## src/rtl/mem_loader_pkg.sv

```systemverilog
// Shared types and job defaults for the operand loader
// and the summing core it feeds.
package mem_loader_pkg;

  typedef enum logic [2:0] {
    ST_IDLE   = 3'd0,
    ST_LOAD   = 3'd1,
    ST_START  = 3'd2,
    ST_WAIT   = 3'd3,
    ST_READ   = 3'd4,
    ST_RESULT = 3'd5
  } ld_state_e;

  localparam int NWORDS_DEF      = 10;
  localparam int RESULT_ADDR_DEF = 10;
  localparam int WAIT_CYCLES_DEF = 2;

  localparam int DATA_W = 32;
  localparam int ADDR_W = 4;
  localparam int CNT_W  = 4;
  localparam int WAIT_W = 8;

endpackage

```

## src/rtl/mem_loader.sv

```systemverilog
// Streams NWORDS operands into data memory, kicks the summing
// core, then fetches and presents the result word.
module mem_loader
  import mem_loader_pkg::*;
#(
  parameter int NWORDS      = NWORDS_DEF,
  parameter int RESULT_ADDR = RESULT_ADDR_DEF,
  parameter int WAIT_CYCLES = WAIT_CYCLES_DEF
) (
  input  logic              clk,
  input  logic              rst_n,
  input  logic              in_valid,
  input  logic [DATA_W-1:0] in_data,
  output logic              in_ready,
  output logic              mem_we,
  output logic              mem_re,
  output logic [ADDR_W-1:0] mem_addr,
  output logic [DATA_W-1:0] mem_wdata,
  input  logic [DATA_W-1:0] mem_rdata,
  output logic              startin,
  output logic              res_valid,
  output logic [DATA_W-1:0] res_data,
  input  logic              res_ready
);

  localparam logic [CNT_W-1:0] LAST_IDX =
    CNT_W'(NWORDS - 1);
  localparam logic [ADDR_W-1:0] RES_ADDR =
    ADDR_W'(RESULT_ADDR);
  localparam logic [WAIT_W-1:0] WAIT_LAST =
    WAIT_W'(WAIT_CYCLES - 1);

  ld_state_e         r_state;
  ld_state_e         w_next;
  logic [CNT_W-1:0]  r_count;
  logic [WAIT_W-1:0] r_wait;
  logic              r_fresh;
  logic [DATA_W-1:0] r_res;
  logic              w_accept;

  always_comb begin
    w_next    = r_state;
    w_accept  = 1'b0;
    in_ready  = 1'b0;
    mem_we    = 1'b0;
    mem_re    = 1'b0;
    mem_addr  = '0;
    mem_wdata = '0;
    startin   = 1'b0;
    res_valid = 1'b0;
    unique case (r_state)
      ST_IDLE: begin
        w_next = ST_LOAD;
      end
      ST_LOAD: begin
        in_ready = 1'b1;
        if (in_valid) begin
          w_accept  = 1'b1;
          mem_we    = 1'b1;
          mem_addr  = r_count;
          mem_wdata = in_data;
          if (r_count == LAST_IDX)
            w_next = ST_START;
        end
      end
      ST_START: begin
        startin = 1'b1;
        w_next  = (WAIT_CYCLES == 0) ?
                  ST_READ : ST_WAIT;
      end
      ST_WAIT: begin
        if (r_wait == WAIT_LAST)
          w_next = ST_READ;
      end
      ST_READ: begin
        mem_re   = 1'b1;
        mem_addr = RES_ADDR;
        w_next   = ST_RESULT;
      end
      ST_RESULT: begin
        res_valid = 1'b1;
        if (res_ready)
          w_next = ST_IDLE;
      end
      default: begin
        w_next = ST_IDLE;
      end
    endcase
  end

  always_ff @(posedge clk or negedge rst_n) begin
    if (!rst_n) begin
      r_state <= ST_IDLE;
    end else begin
      r_state <= w_next;
    end
  end

  // Counter saturates on the last word; IDLE rearms it.
  always_ff @(posedge clk or negedge rst_n) begin
    if (!rst_n) begin
      r_count <= '0;
    end else if (r_state == ST_IDLE) begin
      r_count <= '0;
    end else if (w_accept && r_count != LAST_IDX) begin
      r_count <= r_count + 1'b1;
    end
  end

  always_ff @(posedge clk or negedge rst_n) begin
    if (!rst_n) begin
      r_wait <= '0;
    end else if (r_state == ST_WAIT) begin
      r_wait <= r_wait + 1'b1;
    end else begin
      r_wait <= '0;
    end
  end

  // Read data lands in the first RESULT cycle; forward it
  // then and hold the captured copy afterwards.
  always_ff @(posedge clk or negedge rst_n) begin
    if (!rst_n) begin
      r_fresh <= 1'b0;
      r_res   <= '0;
    end else begin
      r_fresh <= (r_state == ST_READ);
      if (r_fresh)
        r_res <= mem_rdata;
    end
  end

  assign res_data = r_fresh ? mem_rdata : r_res;

endmodule

```

## config.mk

```make
export PLATFORM = sky130hd
export DESIGN_NAME = mem_loader
export DESIGN_NICKNAME = d
export VERILOG_FILES = /design/src/rtl/mem_loader_pkg.sv /design/src/rtl/mem_loader.sv
export SDC_FILE = /design/constraint.sdc
export NUM_CORES = 1
export LEC_CHECK = 0
export CAP_MARGIN = 20
export CORE_ASPECT_RATIO = 1.25
export CORE_UTILIZATION = 37
export CTS_BUF_LIST = sky130_fd_sc_hd__clkbuf_4 sky130_fd_sc_hd__clkbuf_8 sky130_fd_sc_hd__clkbuf_16
export DETAILED_ROUTE_END_ITERATION = 10
export GPL_TIMING_DRIVEN = 0
export PLACE_DENSITY = 0.89
export SLEW_MARGIN = 30
export SYNTH_ARGS = -nofsm -noshare
export SYNTH_HDL_FRONTEND = slang
export SYNTH_SLANG_ARGS = --single-unit
```

## constraint.sdc

```tcl
create_clock -name clk -period 2.12 [get_ports clk]
set_clock_uncertainty 0.1 [all_clocks]
set_input_delay 0.424 -clock clk [delete_from_list [all_inputs] [get_ports clk]]
set_output_delay 0.424 -clock clk [all_outputs]
set_load 0.02 [all_outputs]
```

### Word level (Yosys, flattened, before mapping)

Index checks and enable logic that the tools add are counted.

* bits in registers: 48
* input port bits: 68
* word-level logic and storage cells: 42

* add/subtract/negate cells: 2
* equality and inequality tests: 12
* multiplexer cells: 19
* reductions and logical operators: 4

Operators with widths (count)
* $mux W32: 3
* $pmux W3 S6: 1
* $mux W3: 4
* $mux W4: 3
* $add A8 B1 Y8 const B: 1
* $eq A8 B1 Y1 const B: 1
* $mux W8: 1
* $ne A2 B2 Y1 const B: 4
* $pmux W4 S2: 1
* $eq A3 B2 Y1 const B: 2
* $eq A3 B3 Y1 const B: 2
* $mux W1: 6
* $add A4 B1 Y4 const B: 1
* $eq A4 B4 Y1 const B: 1
* $ne A4 B4 Y1 const B: 1
* $reduce_and A4 Y1: 1
* $eq A3 B1 Y1 const B: 1
* $logic_not A3 Y1: 1
* $reduce_bool A2 Y1: 1
* $logic_and A1 B1 Y1: 1

### Logic depth before layout (Yosys ltp)

Gate-level depths: netlist of run 1.

* depth in word-level cells: 5
* mapped depth: 5
* gate-level depth less buffers: 5

### Least setup slack after synthesis of run 1

No wires, ideal clock.

* kind: flip-flop to output port
* start: reg r_state[2]
* end: out mem_addr[1]
* arrival time: 1.525 ns
* required time: 1.596 ns
* path slack: 0.071 ns
* stages on the path, launching flop included: 4
* buffers on the path: 1
* path through: dfrtp_1 > clkbuf_1 > nor3b_1 > a21o_1

* longest elaborated chain between the ends: 2
* elaborated cells between the ends (all ways): 3
* those cells by class: eq/ne (2); mux (1)

RTL lines
* start, declared: line mem_loader.sv:33 `ld_state_e r_state;`
* start signal, assigned: line mem_loader.sv:95 `r_state <= w_next;`
* $eq A3 B3 Y1 / $eq A3 B1 Y1 (equally long branches): line mem_loader.sv:51 `unique case (r_state)`
* $pmux W4 S2 (*): line mem_loader.sv:51
* end, declared: line mem_loader.sv:17 `output logic [ADDR_W-1:0] mem_addr,`

Mark *: on every way between the ends. The rest lies on a longest branch, timed or not.

### Final worst setup path of run 1

* start: reg r_state[0]
* end: out mem_wdata[29]

* longest elaborated chain between the ends: 2

RTL lines
* $eq A3 B1 Y1: line mem_loader.sv:51
* $mux W32: line mem_loader.sv:51
* end, declared: line mem_loader.sv:18 `output logic [DATA_W-1:0] mem_wdata,`

No other way between the ends.

==> impl_metrics.yaml, run 1 <==
outcome:
  run_status: "finished clean"
global_route:
  grt_pass1_wl_um: 9440
  overflow: 0
  grt_max_degree: 49
  grt_util_all_layers_pct: 19.1
  antenna_found_initial: 0
  grt_pass1_vias: 2062
synth:
  avgSynthCellArea_sq_um: 12.0
  synthArstFlopShare_pct: 100
  syn_area_sq_um: 2260
  ys_seq_area_share_pct: 53.1
  netlist_instances: 188
  synth_nets: 260
  ys.flop_type: "dfrtp_1"
  synth-edff-count: 0
  synth_cell_types: 33
  ys_warn_count: 0
  ys_ff_latch: 48
clock_tree:
  cts_max_level: 2
  clock_latency_ps: 290
  clock_path_buffers: 2
  cts_sinks: 48
  cts_tree: "built"
  cts_inserted_buffers: 5
  holdBufCountCts: 0
  clock_tree.root_cell: "clkbuf_8"
  clk_pin_slew_worst_paths_ps: 80
cells_and_area:
  layout_commonest_cell: "clkdlybuf4s50_1"
  final_cell_mix: "65 x clkdlybuf4s50_1, 46 x dfrtp_1, 33 x buf_6, 31 x mux2_2, 24 x buf_2"
  antenna_cells: 0
  synthToLayoutAreaGrowth_pct: 73.9
  fin_nets: 416
  num-fill-cells: 436
  layoutNonFillerInstCount: 426
  drive_above_1_share_pct: 42.2
drt:
  firstDrtPassIters: 4
  vias_per_cell: 4.69
  antenna_left: 0
  drc: 0
  vias: 1999
  wl_um: 6050
  wire_per_inst_um: 14.2
  drt-initial-drc-count: 53
place:
  place_congestion: 0.725
  dpl.cell_count: 410
  place_hpwl_um: 4540
  port_buffers: 140
die:
  die-area_sq_um: 6440
  die_y_um: 89.4
  core_area_sq_um: 5860
  io_pins: 141
  rows: 31
  start_util_pct: 38.6
  die_w_um: 72.0
worst_setup_path:
  rrSetupSlack_ps: 430
  cp.depth: 5
  reg2reg_depth: 5
  crit_path_end_kind: "primary output"
  crit_buf_inv: 3
  crit_family: "simple AND/OR/NAND/NOR gates"
  cp_common_cell: "buf_6"
  worst_path_max_delay_cell: "dfrtp_1"
  r2r_start: "r_wait[1]$_DFF_PN0_"
  start_kind: "flip-flop"
  crit_fanout: 10
  slowest_delay_ps: 360
  crit_path_cell_trace: "buf_6 > and4bb_4 > clkbuf_8 > and2_1 > buf_6"
  r2r_end: "r_state[0]$_DFFE_PN0P_"
  crit_type: "reg2out"
  cp_data_arrival_time_ps: 1560
  cp.required_ps: 1600
timing:
  rsz0062_at_grt: "true"
  finalSetupViolations: 0
  worst_slew_pin_slew_ps: 591
  timing.hold.ws_ps: 37.1
  hold_viol: 0
  slew_headroom_pct: 60.6
  fmax_mhz: 480
  finalCritPeriodShare_pct: 98.2
  slew_viol_final: 0
  period_minus_slack_ps: 2080
power_and_ir_drop:
  powerDensity_nw_per_um2: 1200
  p_leak_nw: 1.82
  ir_drop_v: 0.000603
job:
  maxCapViolCount: 0
worst_hold_path:
  min_path_type: "in2async"
[registers in the layout, summed over array words and instances (netlist names)]
register and flops:
r_wait 8, r_fresh 1, r_res 32, r_state 3, r_count 4
[metrics by stage]
step                      setup TNS (ps)  area [sq um]  utilization [%]  setup WS, ps  power (mW)
after CTS                           -518          3930             67.0         -50.1        4.76
after global routing                -385          3940             67.2         -37.2        5.04
after floorplan                        0          2260                -          71.3        2.98
after global placement            -66840          3770             64.3          -801        4.26
after detailed placement          -30310          3760             64.3          -698        4.34
final                                  0          3940             67.2          38.6        4.74
[worst register-to-register path, delay by kind of cell, from the launching register on]
kind | cells | cell delay (ps)
AO/OA/AOI/OAI | 1 | 170
flip-flops | 1 | 400
adder cells (fa/ha/maj) | 1 | 130
AND/OR/NAND/NOR | 2 | 680
buffers and inverters | 1 | 60
[how the worst max path moves through the flow]
stage	slack (ps)	start	end
floorplan	70	r_state[2]$_DFFE_PN0P_	mem_addr[1]
global placement	-800	rst_n	r_res[13]$_DFF_PN0_
detailed placement	-700	in_valid	mem_wdata[3]
CTS	-50	r_state[1]$_DFFE_PN0P_	mem_wdata[16]
global route	-40	r_state[0]$_DFFE_PN0P_	mem_wdata[20]
finish	40	r_state[0]$_DFFE_PN0P_	mem_wdata[29]
[cells by family after synthesis]
logic type / share of synthesized area [%]
flip-flops: 53.1
buffers and inverters: 2.60
AO/OA/AOI/OAI: 4.37
XOR/XNOR: 1.16
multiplexers: 17.2
AND/OR/NAND/NOR: 19.3
adder cells (fa/ha/maj): 2.21
[report_power, final]
part           internal, mW  total [mW]  switching (mW)
Sequential             1.29        1.44           0.151
Clock                 0.237       0.511           0.274
Combinational          1.31        2.78            1.47
[synthesized netlist by cell type, types with 2 or more instances]
master    instances  area share (%)
nand4_1           2            0.55
a21o_1            2            0.66
inv_1             4            0.66
nand3_1           3            0.66
ha_1              4             2.2
buf_2             5             1.1
mux2i_1           3             1.3
mux2_1            2            0.99
mux2_2           30              15
nand2_1           8             1.3
clkbuf_1          5            0.83
nor3b_1           3            0.99
o21ai_0           3            0.66
and4b_1           2            0.88
nand2b_1          2            0.55
a21oi_1           4            0.88
and2_1           34             9.4
dfrtp_1          48              53
or3_1             4             1.1
xor2_1            2            0.77
nand3b_1          2            0.66
nor2_1            5            0.83
[layer usage]
| layer | global-route usage, % | part of all wire (%) | vias to the layer above |
|---|---|---|---|
| li1 | - | - | 949 |
| met1 | 20.5 | 39 | 929 |
| met2 | 37.0 | 53 | 119 |
| met3 | 4.17 | 7.4 | 2 |
| met4 | 6.06 | 0.51 | 0 |
| met5 | 0 | 0 | - |
[area by class of cell]
cell class	count	area (sq um)	share of cell area (%)
Clock inverter	1	5.00	0.127
Sequential cell	48	1200	30.6
Tap cell	82	103	2.61
Inverter	4	15.0	0.382
Timing Repair Buffer	150	1370	34.8
Multi-Input combinational cell	126	1050	26.7
Clock buffer	6	76.3	1.94
Buffer	9	110	2.80
[timing repair]
item / in CTS / in global routing
setup buffers: 4 / 2
endpoints found under the setup margin: 73 / 57
gates resized for setup: 370 / 14
gates cloned: 4 / 0
hold endpoints to repair: 0 / 0
pin swaps: 2 / 1
Note: power is estimated with default switching activity, not from simulation.
==> run 2, diff against run 1 <==
Settings changed: CORE_UTILIZATION 37 to 60, DONT_BUFFER_PORTS from default to 1, PLACE_DENSITY 0.89 to 0.84.
==> run 2 against run 1 <==
Register-to-register slack better by 20 ps. Critical endpoint is now mem_wdata[3]. Clock power is 39% higher. The flow now finishes with violations (design-rule violations). Power is 15% lower. First-iteration DRC count is 5.7% lower. Sequential share of layout area is 16 points higher. Critical path depth is 2 lower. Global-route usage is 3.9 points higher. Largest cell class is now sequential cells.
==> impl_metrics.yaml, run 2 (synthesized netlist as in run 1, its figures left out) <==
outcome:
  run_status: "complete, but fails checks"
  violations: "design-rule violations"
clock_tree:
  cts_tree: "built"
  post_cts_buffers: 0
  clk_pin_slew_worst_paths_ps: 90
  cts_max_level: 2
  clock_path_buffers: 2
  cts_inserted_buffers: 5
  cts_sinks: 48
  clock_latency_ps: 300
  clock_tree.root_cell: "clkbuf_8"
cells_and_area:
  drive_above_1_share_pct: 45.2
  fin_util_pct: 72.5
  layout_commonest_cell: "dfrtp_1"
  final_cell_mix: "47 x dfrtp_1, 30 x and2_2, 30 x mux2_2, 8 x clkbuf_8, 8 x nand2_1"
  fin_nets: 268
  largest_register_ffs: 32
  antenna_cells: 0
  num-fill-cells: 252
  reg_top3: "r_res (32), r_wait (8), r_count (4)"
  regMostFlops: "r_res"
  synthToLayoutAreaGrowth_pct: 13.4
  layoutNonFillerInstCount: 236
global_route:
  grt_max_degree: 49
  grt_pass1_vias: 1488
  grt_pass1_wl_um: 6930
  grt_util_all_layers_pct: 23.0
  overflow: 0
  antenna_found_initial: 0
worst_hold_path:
  hold_path_end: "r_state[2]$_DFFE_PN0P_"
  min_path_type: "in2reg"
  hold_start: "res_ready"
  hold_depth: 2
drt:
  vias_per_cell: 6.31
  drc: 16
  antenna_left: 0
  wire_per_inst_um: 19.8
  firstDrtPassIters: 7
  drt-initial-drc-count: 50
  wl_um: 4670
  vias: 1489
timing:
  slew_viol_final: 0
  finalSetupViolations: 0
  slew_headroom_pct: 70.0
  fmax_mhz: 484
  hold_viol: 0
  finalCritPeriodShare_pct: 97.4
  period_minus_slack_ps: 2070
  rsz0062_at_grt: "true"
  worst_slew_pin_slew_ps: 448
worst_setup_path:
  crit_path_cell_trace: "and4bb_4 > buf_2 > and2_2"
  worst_path_max_delay_cell: "dfrtp_2"
  crit_type: "reg2out"
  cp.required_ps: 1600
  slowest_delay_ps: 470
  crit_fanout: 10
  r2r_end: "r_state[0]$_DFFE_PN0P_"
  rrSetupSlack_ps: 450
  start_kind: "flip-flop"
  cp_data_arrival_time_ps: 1540
  crit_path_end_kind: "primary output"
  r2r_start: "r_wait[1]$_DFF_PN0_"
  reg2reg_depth: 5
die:
  start_util_pct: 63.9
  core_area_sq_um: 3540
  die_y_um: 70.7
  rows: 24
  io_pins: 141
  die-area_sq_um: 4020
  die_w_um: 56.9
job:
  maxCapViolCount: 0
place:
  place_hpwl_um: 3590
  place_congestion: 0.761
  dpl.cell_count: 227
  port_buffers: 0
power_and_ir_drop:
  ir_drop_v: 0.000739
  p_leak_nw: 1.15
  powerDensity_nw_per_um2: 1580
[run 2: timing repair]
item / in CTS / in global routing
hold buffers: 2 / 0
endpoints found under the setup margin: 42 / 64
endpoints found under the hold margin: 48 / 0
resized for setup: 47 / 9
pin swaps: 0 / 1
[run 2: worst max-delay path, delay by kind of cell, from the launching register on]
kind / cells / cell delay, ps
DFF: 1 / 470
buffers and inverters: 1 / 180
and+or+nand+nor: 2 / 590
[run 2: through the flow]
stage / setup TNS (ps) / area [sq um] / setup slack [ps] / hold WS [ps] / power, mW
4_1_cts: 0 / 2560 / 1.03 / 255 / 4.05
3_3_place_gp: -290 / 2310 / -147 / 29.2 / 3.15
2_1_floorplan: 0 / 2260 / 71.3 / 28.4 / 2.98
5_1_grt: -18.2 / 2570 / -5.02 / 250 / 4.25
6_report: 0 / 2570 / 54.5 / 257 / 4.05
3_5_place_dp: 0 / 2320 / 39.7 / 29.2 / 3.24
[run 2: how the worst max path moves through the flow]
stage,slack [ps],depth (start not counted),start,endpoint
2_1_floorplan,70,3,r_state[2]$_DFFE_PN0P_,mem_addr[1]
3_3_place_gp,-150,3,r_state[2]$_DFFE_PN0P_,mem_addr[3]
3_5_place_dp,40,3,r_state[1]$_DFFE_PN0P_,mem_wdata[7]
4_1_cts,1,3,r_state[1]$_DFFE_PN0P_,mem_wdata[1]
5_1_grt,-5,3,r_state[1]$_DFFE_PN0P_,mem_wdata[30]
6_report,50,3,r_state[1]$_DFFE_PN0P_,mem_wdata[3]
[run 2: where the power goes]
| part | switching (mW) | total [mW] | internal [mW] |
|---|---|---|---|
| registers | 0.163 | 1.46 | 1.29 |
| clock network | 0.294 | 0.710 | 0.416 |
| logic | 1.26 | 1.88 | 0.624 |
| total | 1.71 | 4.05 | 2.33 |
[run 2: cell type report]
| type | instances | area (sq um) | share of cell area [%] |
|---|---|---|---|
| Buffer | 9 | 66.3 | 2.58 |
| Clock buffer | 7 | 96.3 | 3.75 |
| Clock inverter | 1 | 30.0 | 1.17 |
| Inverter | 4 | 15.0 | 0.585 |
| Multi-Input combinational cell | 126 | 1070 | 41.7 |
| Sequential cell | 48 | 1200 | 46.8 |
| Tap cell | 39 | 48.8 | 1.90 |
| Timing Repair Buffer | 2 | 37.5 | 1.46 |
[run 2: routing by layer]
layer,track usage (%),part of all wire [%],up-vias
met5,0,0,-
met4,12.7,2.6,0
met3,8.23,9.8,11
met2,42.6,55,103
met1,21.2,32,718
li1,-,-,657
